--- src/rtl/branch_predictor_if.sv ---
// Fetch-lookup and EX-resolution signals between the core and the branch predictor.
// The core drives through the master modport; the predictor uses the slave modport.
interface branch_predictor_if #(
  parameter int unsigned XLEN  = 32,
  parameter int unsigned CNT_W = 32
);
  logic [XLEN-1:0]  lookup_pc;
  logic             predict_taken;
  logic [XLEN-1:0]  predict_target;
  logic             update_valid;
  logic [XLEN-1:0]  update_pc;
  logic             update_is_jump;
  logic             update_taken;
  logic [XLEN-1:0]  update_target;
  logic             update_pred_taken;
  logic [XLEN-1:0]  update_pred_target;
  logic             flush_table;
  logic             mispredict;
  logic [XLEN-1:0]  redirect_pc;
  logic [CNT_W-1:0] branch_count;
  logic [CNT_W-1:0] mispredict_count;

  modport master (
    output lookup_pc, update_valid, update_pc, update_is_jump, update_taken, update_target,
           update_pred_taken, update_pred_target, flush_table,
    input  predict_taken, predict_target, mispredict, redirect_pc, branch_count,
           mispredict_count
  );

  modport slave (
    input  lookup_pc, update_valid, update_pc, update_is_jump, update_taken, update_target,
           update_pred_taken, update_pred_target, flush_table,
    output predict_taken, predict_target, mispredict, redirect_pc, branch_count,
           mispredict_count
  );
endinterface

--- src/rtl/branch_predictor.sv ---
// Direct-mapped BTB + saturating-counter BHT with combinational lookup and mispredict
// detection, trained on EX-stage resolution, plus branch/mispredict performance counters.
module branch_predictor #(
  parameter int unsigned XLEN     = 32,
  parameter int unsigned ENTRIES  = 64,
  parameter int unsigned TAG_BITS = 8,
  parameter int unsigned CTR_BITS = 2,
  parameter int unsigned CNT_W    = 32
) (
  input logic               clk,
  input logic               reset,
  branch_predictor_if.slave bus
);
  localparam int unsigned IDX_W = $clog2(ENTRIES);
  localparam logic [CTR_BITS-1:0] CtrMax    = '1;
  localparam logic [CTR_BITS-1:0] CtrWeakT  = CTR_BITS'(1) << (CTR_BITS - 1);
  localparam logic [CTR_BITS-1:0] CtrWeakNt = CtrWeakT - CTR_BITS'(1);

  // valid/ctr are reset; tag/target/is_jump are only ever read behind a valid bit
  logic                valid_q  [ENTRIES];
  logic [CTR_BITS-1:0] ctr_q    [ENTRIES];
  logic [TAG_BITS-1:0] tag_q    [ENTRIES];
  logic                jump_q   [ENTRIES];
  logic [XLEN-1:0]     target_q [ENTRIES];

  logic [CNT_W-1:0] branch_count_q;
  logic [CNT_W-1:0] mispredict_count_q;

  // Lookup
  logic [IDX_W-1:0]    lk_idx;
  logic [TAG_BITS-1:0] lk_tag;
  logic                lk_hit;

  assign lk_idx = bus.lookup_pc[IDX_W+1:2];
  assign lk_tag = bus.lookup_pc[IDX_W+1+TAG_BITS:IDX_W+2];
  assign lk_hit = valid_q[lk_idx] && (tag_q[lk_idx] == lk_tag);

  assign bus.predict_taken  = lk_hit && (jump_q[lk_idx] || ctr_q[lk_idx][CTR_BITS-1]);
  assign bus.predict_target = bus.predict_taken ? target_q[lk_idx]
                                                : bus.lookup_pc + XLEN'(4);

  // Resolution
  logic [XLEN-1:0] upd_pc_plus4;
  logic [XLEN-1:0] actual_pc;
  logic [XLEN-1:0] predicted_pc;

  assign upd_pc_plus4 = bus.update_pc + XLEN'(4);
  assign actual_pc    = bus.update_taken ? bus.update_target : upd_pc_plus4;
  assign predicted_pc = bus.update_pred_taken ? bus.update_pred_target : upd_pc_plus4;
  assign bus.mispredict  = bus.update_valid && (actual_pc != predicted_pc);
  assign bus.redirect_pc = bus.mispredict ? actual_pc : upd_pc_plus4;

  // Training
  logic [IDX_W-1:0]    up_idx;
  logic [TAG_BITS-1:0] up_tag;
  logic                up_hit;
  logic                ent_we;
  logic                ent_valid_d;
  logic [CTR_BITS-1:0] ent_ctr_d;
  logic                fld_we;

  assign up_idx = bus.update_pc[IDX_W+1:2];
  assign up_tag = bus.update_pc[IDX_W+1+TAG_BITS:IDX_W+2];
  assign up_hit = valid_q[up_idx] && (tag_q[up_idx] == up_tag);

  always_comb begin
    ent_we      = 1'b0;
    ent_valid_d = valid_q[up_idx];
    ent_ctr_d   = ctr_q[up_idx];
    fld_we      = 1'b0;
    if (bus.update_valid && !bus.flush_table) begin
      if (up_hit) begin
        if (!bus.update_is_jump) begin
          ent_we = 1'b1;
          if (bus.update_taken && (ctr_q[up_idx] != CtrMax)) begin
            ent_ctr_d = ctr_q[up_idx] + CTR_BITS'(1);
          end else if (!bus.update_taken && (ctr_q[up_idx] != '0)) begin
            ent_ctr_d = ctr_q[up_idx] - CTR_BITS'(1);
          end
        end
        fld_we = bus.update_taken;
      end else if (bus.update_taken) begin
        ent_we      = 1'b1;
        ent_valid_d = 1'b1;
        ent_ctr_d   = CtrWeakT;
        fld_we      = 1'b1;
      end
    end
  end

  always_ff @(posedge clk or posedge reset) begin
    if (reset) begin
      for (int i = 0; i < int'(ENTRIES); i++) begin
        valid_q[i] <= 1'b0;
        ctr_q[i]   <= CtrWeakNt;
      end
    end else if (bus.flush_table) begin
      for (int i = 0; i < int'(ENTRIES); i++) begin
        valid_q[i] <= 1'b0;
        ctr_q[i]   <= CtrWeakNt;
      end
    end else if (ent_we) begin
      valid_q[up_idx] <= ent_valid_d;
      ctr_q[up_idx]   <= ent_ctr_d;
    end
  end

  always_ff @(posedge clk) begin
    if (fld_we) begin
      tag_q[up_idx]    <= up_tag;
      jump_q[up_idx]   <= bus.update_is_jump;
      target_q[up_idx] <= bus.update_target;
    end
  end

  // Counters also count updates that coincide with a flush
  always_ff @(posedge clk or posedge reset) begin
    if (reset) begin
      branch_count_q     <= '0;
      mispredict_count_q <= '0;
    end else if (bus.update_valid) begin
      branch_count_q     <= branch_count_q + CNT_W'(1);
      mispredict_count_q <= mispredict_count_q + CNT_W'(bus.mispredict);
    end
  end

  assign bus.branch_count     = branch_count_q;
  assign bus.mispredict_count = mispredict_count_q;

  logic unused_pc_bits;
  assign unused_pc_bits = ^{bus.lookup_pc, bus.update_pc};
endmodule

--- src/flat_wrapper.sv ---
// flat-port wrapper written by rule: the top's interface ports become plain ports
module branch_predictor_flat 
#(
  parameter int unsigned XLEN     = 32,
  parameter int unsigned ENTRIES  = 64,
  parameter int unsigned TAG_BITS = 8,
  parameter int unsigned CTR_BITS = 2,
  parameter int unsigned CNT_W    = 32
)
  (clk, reset, bus_lookup_pc, bus_update_valid, bus_update_pc, bus_update_is_jump, bus_update_taken, bus_update_target, bus_update_pred_taken, bus_update_pred_target, bus_flush_table, bus_predict_taken, bus_predict_target, bus_mispredict, bus_redirect_pc, bus_branch_count, bus_mispredict_count);
  branch_predictor_if #(.XLEN(XLEN), .CNT_W(CNT_W)) bus_i ();
  input logic clk;
  input logic reset;
  input wire logic [$bits(bus_i.lookup_pc)-1:0] bus_lookup_pc;
  input wire logic [$bits(bus_i.update_valid)-1:0] bus_update_valid;
  input wire logic [$bits(bus_i.update_pc)-1:0] bus_update_pc;
  input wire logic [$bits(bus_i.update_is_jump)-1:0] bus_update_is_jump;
  input wire logic [$bits(bus_i.update_taken)-1:0] bus_update_taken;
  input wire logic [$bits(bus_i.update_target)-1:0] bus_update_target;
  input wire logic [$bits(bus_i.update_pred_taken)-1:0] bus_update_pred_taken;
  input wire logic [$bits(bus_i.update_pred_target)-1:0] bus_update_pred_target;
  input wire logic [$bits(bus_i.flush_table)-1:0] bus_flush_table;
  output wire logic [$bits(bus_i.predict_taken)-1:0] bus_predict_taken;
  output wire logic [$bits(bus_i.predict_target)-1:0] bus_predict_target;
  output wire logic [$bits(bus_i.mispredict)-1:0] bus_mispredict;
  output wire logic [$bits(bus_i.redirect_pc)-1:0] bus_redirect_pc;
  output wire logic [$bits(bus_i.branch_count)-1:0] bus_branch_count;
  output wire logic [$bits(bus_i.mispredict_count)-1:0] bus_mispredict_count;
  assign bus_i.lookup_pc = bus_lookup_pc;
  assign bus_i.update_valid = bus_update_valid;
  assign bus_i.update_pc = bus_update_pc;
  assign bus_i.update_is_jump = bus_update_is_jump;
  assign bus_i.update_taken = bus_update_taken;
  assign bus_i.update_target = bus_update_target;
  assign bus_i.update_pred_taken = bus_update_pred_taken;
  assign bus_i.update_pred_target = bus_update_pred_target;
  assign bus_i.flush_table = bus_flush_table;
  assign bus_predict_taken = bus_i.predict_taken;
  assign bus_predict_target = bus_i.predict_target;
  assign bus_mispredict = bus_i.mispredict;
  assign bus_redirect_pc = bus_i.redirect_pc;
  assign bus_branch_count = bus_i.branch_count;
  assign bus_mispredict_count = bus_i.mispredict_count;
  branch_predictor #(.XLEN(XLEN), .ENTRIES(ENTRIES), .TAG_BITS(TAG_BITS), .CTR_BITS(CTR_BITS), .CNT_W(CNT_W)) u_core (.clk(clk), .reset(reset), .bus(bus_i));
endmodule
--- config.mk ---
export PLATFORM = sky130hd
export DESIGN_NAME = branch_predictor_flat
export DESIGN_NICKNAME = d
export VERILOG_FILES = /design/src/rtl/branch_predictor_if.sv /design/src/rtl/branch_predictor.sv /design/src/flat_wrapper.sv
export SDC_FILE = /design/constraint.sdc
export NUM_CORES = 2
export LEC_CHECK = 0
export BUFFER_PORTS_ARGS = -buffer_cell sky130_fd_sc_hd__buf_2
export CORE_ASPECT_RATIO = 0.7
export CORE_MARGIN = 10
export CORE_UTILIZATION = 35
export DETAILED_ROUTE_END_ITERATION = 7
export SETUP_SLACK_MARGIN = 0.1
export SKIP_CTS_REPAIR_TIMING = 1
export SLEW_MARGIN = 15
export SYNTH_ARGS = -nofsm -noshare
export SYNTH_HDL_FRONTEND = slang
export SYNTH_SLANG_ARGS = --single-unit
export TNS_END_PERCENT = 50
--- constraint.sdc ---
create_clock -name clk -period 9.7 [get_ports clk]
set_input_delay 1.94 -clock clk [delete_from_list [all_inputs] [get_ports clk]]
set_output_delay 1.94 -clock clk [all_outputs]
set_load 0.02 [all_outputs]
# [Word level (Yosys, flattened, before mapping)]
# Memory sizes are Yosys's and may differ from the RTL's.
# Index checks and enable logic that the tools add are counted.
[op_classes] n_addsub=6 order_cmp=3 n_eq_ne=4 n_mux=43 bitwise_logic=2 n_reduce_logical=13
[op_table] op="$mux 128" n=2
[op_table] op="$bwmux 128" n=1
[op_table] op="$mux 32" n=4
[op_table] op="$mux 64" n=2
[op_table] op="$add 32x3->32 const B" n=2
[op_table] op="$bwmux 64" n=1
[op_table] op="$add 32x1->32" n=1
[op_table] op="$add 32x1->32 const B" n=1
[op_table] op="$ne 32x32->1" n=1
[op_table] op="$bmux 2 s6" n=2
[op_table] op="$mux 2" n=11
[op_table] op="$eq 8x8->1" n=2
[op_table] op="$mux 1" n=16
[op_table] op="$ge 7x7->1 const B" n=2
[op_table] op="$not 6->7" n=2
[op_table] op="$bmux 1 s6" n=2
[op_table] op="$demux 2 s6" n=1
[op_table] op="$logic_and 1x1->1" n=8
[op_table] op="$lt 7x1->1 const B" n=1
[op_table] op="$demux 1 s6" n=1
[op_table] op="$reduce_bool 2->1" n=2
[op_table] op="$add 2x1->2 const B" n=1
[op_table] op="$logic_not 1->1" n=2
[op_table] op="$ne 2x2->1 const B" n=1
[op_table] op="other kinds (2)" n=2
[totals] regBits=256 mem_bits_rw=2624 inputBits=135 out_inout_bits=130 wordCells=204 memories=3
[mem_list] name="u_core.target_q" depth=64 word_bits=32 rd=1 rd_clocked_by_memory_dff=0 write_ports=1 line_no="branch_predictor.sv:24" text="logic [XLEN-1:0] target_q [ENTRIES];"
[mem_list] name="u_core.tag_q" depth=64 word_bits=8 rd=2 rd_clocked_by_memory_dff=0 write_ports=1 line_no="branch_predictor.sv:22" text="logic [TAG_BITS-1:0] tag_q [ENTRIES];"
[mem_list] name="u_core.jump_q" depth=64 word_bits=1 rd=1 rd_clocked_by_memory_dff=0 write_ports=1 line_no="branch_predictor.sv:23" text="logic jump_q [ENTRIES];"

# [Depth between registers and ports, before layout]
[logic_depth] depth_word=14 ltp_mapped=20 mapped_depth_nobuf=17

# [Least setup slack after synthesis]
# OpenSTA, ideal clock, no wires.
[synth_path] path_type="in2out" start="input bus_lookup_pc[2]" end="output bus_predict_target[2]" arrival_time_ns=5.556 required_ns=7.760 setup_slack_ns=2.204 path_stages=10 n_path_buf=3 cell_sequence="clkbuf_1 -> buf_1 -> mux4_2 -> mux4_2 -> mux4_2 -> xnor2_1 -> nand4_1 -> nor3_1 -> buf_2 -> mux2i_1"
[synth_via] elab_chain_len=7 word_cells_on_any_way=16 cone_classes="add/sub (1); eq/ne (1); mux (7); bitwise (1); reduce/logical (3); memory (3)"
[synth_lines] item="start: declaration" line_no="flat_wrapper.sv:14" text="input wire logic [$bits(bus_i.lookup_pc)-1:0] bus_lookup_pc;"
[synth_lines] item="parallel branches: the longest is 5 deep, another holds $mem_v2 64x8"
[synth_lines] item="$logic_and 1x1->1 (*)" line_no="branch_predictor.sv:38" text="assign bus.predict_taken = lk_hit && (jump_q[lk_idx] || ctr_q[lk_idx][CTR_BITS-1]);"
[synth_lines] item="named net bus_predict_taken" line_no="flat_wrapper.sv:23" text="output wire logic [$bits(bus_i.predict_taken)-1:0] bus_predict_taken;"
[synth_lines] item="$mux 32 (*)" line_no="branch_predictor.sv:39" text="assign bus.predict_target = bus.predict_taken ? target_q[lk_idx]"
[synth_lines] item="end: declaration" line_no="flat_wrapper.sv:24" text="output wire logic [$bits(bus_i.predict_target)-1:0] bus_predict_target;"
# Mark *: on every way through the listed nets, which the timed path passes. The select of a mux whose other input is x is not followed.

# [Worst setup path in the final report]
[layout_path] start="input bus_update_pc[12]" end="output bus_redirect_pc[21]"
[layout_via] elab_chain_len=5 word_cells_on_any_way=6 cone_classes="add/sub (1); eq/ne (1); mux (3); reduce/logical (1)"
[layout_lines] item="start: declaration" line_no="flat_wrapper.sv:16" text="input wire logic [$bits(bus_i.update_pc)-1:0] bus_update_pc;"
[layout_lines] item="$add 32x3->32 (*)" line_no="branch_predictor.sv:47" text="assign upd_pc_plus4 = bus.update_pc + XLEN'(4);"
[layout_lines] item="$mux 32, on equally long branches" line_no="branch_predictor.sv:48, branch_predictor.sv:49"
[layout_lines] item="$ne 32x32->1" line_no="branch_predictor.sv:50" text="assign bus.mispredict = bus.update_valid && (actual_pc != predicted_pc);"
[layout_lines] item="$logic_and 1x1->1" line_no="branch_predictor.sv:50"
[layout_lines] item="$mux 32 (*)" line_no="branch_predictor.sv:51" text="assign bus.redirect_pc = bus.mispredict ? actual_pc : upd_pc_plus4;"
[layout_lines] item="end: declaration" line_no="flat_wrapper.sv:26" text="output wire logic [$bits(bus_i.redirect_pc)-1:0] bus_redirect_pc;"
# Every way passes the cells marked *; elsewhere a longest branch is shown, timed or not.

==> results.py <==
metrics = {
    "setup_path": {
        "crit_family": "simple AND/OR/NAND/NOR gates",
        "reg2reg_slack_ps": 5000,
        "crit_chain": "buf_2 > and4_1 > nand4_1 > buf_4 > nor4_1 > xnor2_1 > xnor2_1 > or4_1 > o311ai_1 > nand4bb_1 > o311ai_4 > buf_12 > mux2_2 > buf_2",
        "arrival_ps": 7040,
        "slowest_stage": "and4_1",
        "cp_data_required_time_ps": 7760,
        "end_kind": "output pin",
        "critPathMaxFanout": 31,
        "slowest_delay_ps": 790,
        "path_buf_inv": 4,
        "start_kind": "input port",
        "crit_type": "in2out",
    },
    "grt": {
        "groute.usage.overall_pct": 21.91,
        "antenna_found_initial": 55,
        "overflow": 0,
        "grt_pass1_vias": 67632,
        "grt_first_pass_wirelength_mm": 570.6,
        "grt_max_degree": 136,
    },
    "floorplan": {
        "die_h_um": 511.4,
        "core_area_um2": 343500,
        "core.rowCount": 180,
        "boundaryPins": 265,
        "start_util_pct": 35.16,
        "die_x_um": 722.0,
        "die_area_um2": 369200,
    },
    "job": {
        "drv_cap": 0,
    },
    "layout": {
        "design_area_um2": 138600,
        "layout_common_cells": "2624 x edfxtp_1, 880 x mux4_2, 301 x clkbuf_16",
        "num-fill-cells": 30188,
        "final_common_cell": "edfxtp_1",
        "area_growth_syn_to_layout_pct": 14.80,
        "final_net_count": 6772,
        "drive_gt1_share_pct": 31.13,
    },
    "clocking": {
        "cts_buffers": 294,
        "root_buffer": "clkbuf_16",
        "cts_tree": "done",
        "clk_pin_slew_ps": 60,
        "clock_sinks": 2880,
        "cts.path.max_buffers": 4,
        "clk_latency_ps": 890,
        "cts_max_level": 5,
    },
    "yosys": {
        "synthArstFlopShare_pct": 8.889,
        "ys.flop_type": "edfxtp_1",
        "synth.area.top_cells": "edfxtp_1 65%, mux4_2 16%, dfrtp_1 4.0%",
        "yosysSeqAreaShare_pct": 70.63,
        "syn_nets": 6301,
        "synth.largest_area_cell": "edfxtp_1",
        "netlist_area_um2": 120700,
        "yosysWarnings": 0,
        "avgSynthCellArea_um2": 19.60,
        "ys_types": 98,
        "syn_inst": 6159,
        "ys_ff_latch": 2880,
        "synth_top_area_share_pct": 65.26,
        "synth-edff-count": 2624,
    },
    "power": {
        "power.density_nw_per_um2": 191.6,
        "total_power_uw": 26550,
        "ir_drop_mv": 0.1622,
        "leakage_uw": 0.04479,
    },
    "sta": {
        "hold_violations": 0,
        "drv_slew": 0,
        "finalSetupViolCount": 0,
        "fin_setup_tns_ps": 0,
        "skew_ps": 69.35,
        "finalCritPeriodShare_pct": 92.55,
        "slew_headroom_pct": 3.140,
        "finalCriticalPeriod_ps": 8977,
        "rsz0062_at_grt": "false",
        "fmax_mhz": 111.4,
        "worstMarginPinSlew_ps": 1446,
    },
    "place": {
        "placed_area_um2": 129500,
        "gp_congestion": 0.8993,
        "port_buffers": 264,
        "hpwl_mm": 255.5,
    },
    "detailed_routing": {
        "drtAntennaViolNets": 0,
        "wl_mm": 418.3,
        "wl_per_cell_um": 36.63,
        "drt_first_pass_iters": 8,
        "drt-vias-per-instance": 6.089,
        "via_count": 69553,
        "first_iter_violations": 11605,
        "drc_errors": 4,
    },
    "status": {
        "status": "finished, violations left",
        "violations": "design-rule violations",
    },
    "hold_path": {
        "hp-class": "reg2reg",
    },
}
-- state kept, by name, indices dropped and copies added (netlist names) --
| name | flops |
|---|---|
| u_core.jump_q | 64 |
| u_core.target_q | 2048 |
| u_core.ctr_q | 128 |
| u_core.tag_q | 512 |
| u_core.bus.mispredict_count | 32 |
| u_core.valid_q | 64 |
| u_core.bus.branch_count | 32 |
-- worst paths after layout --
check / from / endpoint / depth (start not counted)
worst max register to register: u_core.tag_q[60][4] / u_core.ctr_q[109] / 11
worst min register to register: u_core.bus.branch_count[31] / u_core.bus.branch_count[31] / 1
worst min-delay path: u_core.bus.branch_count[31] / u_core.bus.branch_count[31] / 1
max in group asynchronous: reset / u_core.ctr_q[41] / 4
min in group asynchronous: reset / u_core.bus.branch_count[30] / 2
worst max-delay path: bus_update_pc[12] / bus_redirect_pc[21] / 14
-- layer usage --
metal / part of all wire [%] / up-vias / global-route usage, %
met5: 0.035 / - / 0
met4: 3.4 / 22 / 6.655
met3: 14 / 787 / 8.340
met2: 43 / 5194 / 31.09
met1: 40 / 36928 / 31.11
li1: - / 26622 / -
-- cells by family (layout without fill, tap and decap cells) --
kind of cell	after synthesis	count (layout)	synth area share, %
AO/OA/AOI/OAI	656	656	3.972
XOR/XNOR	201	201	1.458
adder cells (fa/ha/maj)	7	7	0.07253
buffers and inverters	483	1175	1.663
flip-flops	2880	2880	70.63
multiplexers	1196	1196	19.15
other	0	21	0
AND/OR/NAND/NOR	736	736	3.057
-- stage by stage --
step | instances | util [%] | hold WS (ps) | setup slack (ps)
floorplan | 6159 | - | 460.1 | 824.2
global placement | 10880 | 37.67 | 453.9 | 879.8
detailed placement | 10884 | 37.69 | 463.5 | 841.4
CTS | 11401 | 40.34 | 478.8 | 801.1
global route | 11414 | 40.35 | 495.9 | 443.3
finish | 11422 | 40.36 | 475.5 | 723.1
-- power breakdown --
part           internal [uW]  switching [uW]
combinational            663            1210
sequential             13600            42.1
clock                   6220            4820
-- worst register-to-register path, cell delays in order, from the launching register on --
cell and delay, ps:
edfxtp_1 410, mux2_2 280, a221o_1 290, a22oi_1 310
o22ai_1 180, nor4_1 610, xor2_1 260, o2111a_1 360
buf_4 240, a21oi_1 890, o21ai_1 520, o22ai_1 290
-- cell usage after synthesis, types with 8 or more instances --
cell and instances:
edfxtp_1 2624, mux4_2 880, clkbuf_1 215, nor2_1 215, mux2i_1 208, dfrtp_1 192
nand2_1 182, xnor2_1 142, o21ai_0 117, mux2_2 105, buf_1 84, inv_1 82
buf_2 75, o22ai_1 75, dfstp_2 64, a22oi_1 63, xor2_1 59, nand3_1 55
a21o_1 51, nor3_1 48, a21oi_1 47, nand4_1 42, and3_1 41, a31oi_1 33
o211ai_1 32, a221oi_1 26, nor2b_1 25, a221o_1 22, a211oi_1 21, buf_4 21
o2bb2ai_1 21, o32ai_1 21, a22o_1 17, nand3b_1 17, nor4_1 17, and4_1 12
and2_1 11, nor3b_1 11, or4_1 9, a211oi_4 8
-- layout make-up --
type | count | area, um^2 | share of cell area [%]
diodes | 21 | 52.55 | 0.03791
well taps | 4550 | 5693 | 4.107
repair buffers | 573 | 4163 | 3.003
flip-flops and latches | 2880 | 85280 | 61.52
clock buffers | 386 | 7915 | 5.710
clock inverters | 131 | 1179 | 0.8503
multi-input cells | 2796 | 34000 | 24.53
inverters | 85 | 326.6 | 0.2356
Power figures use the tool's default switching activity.
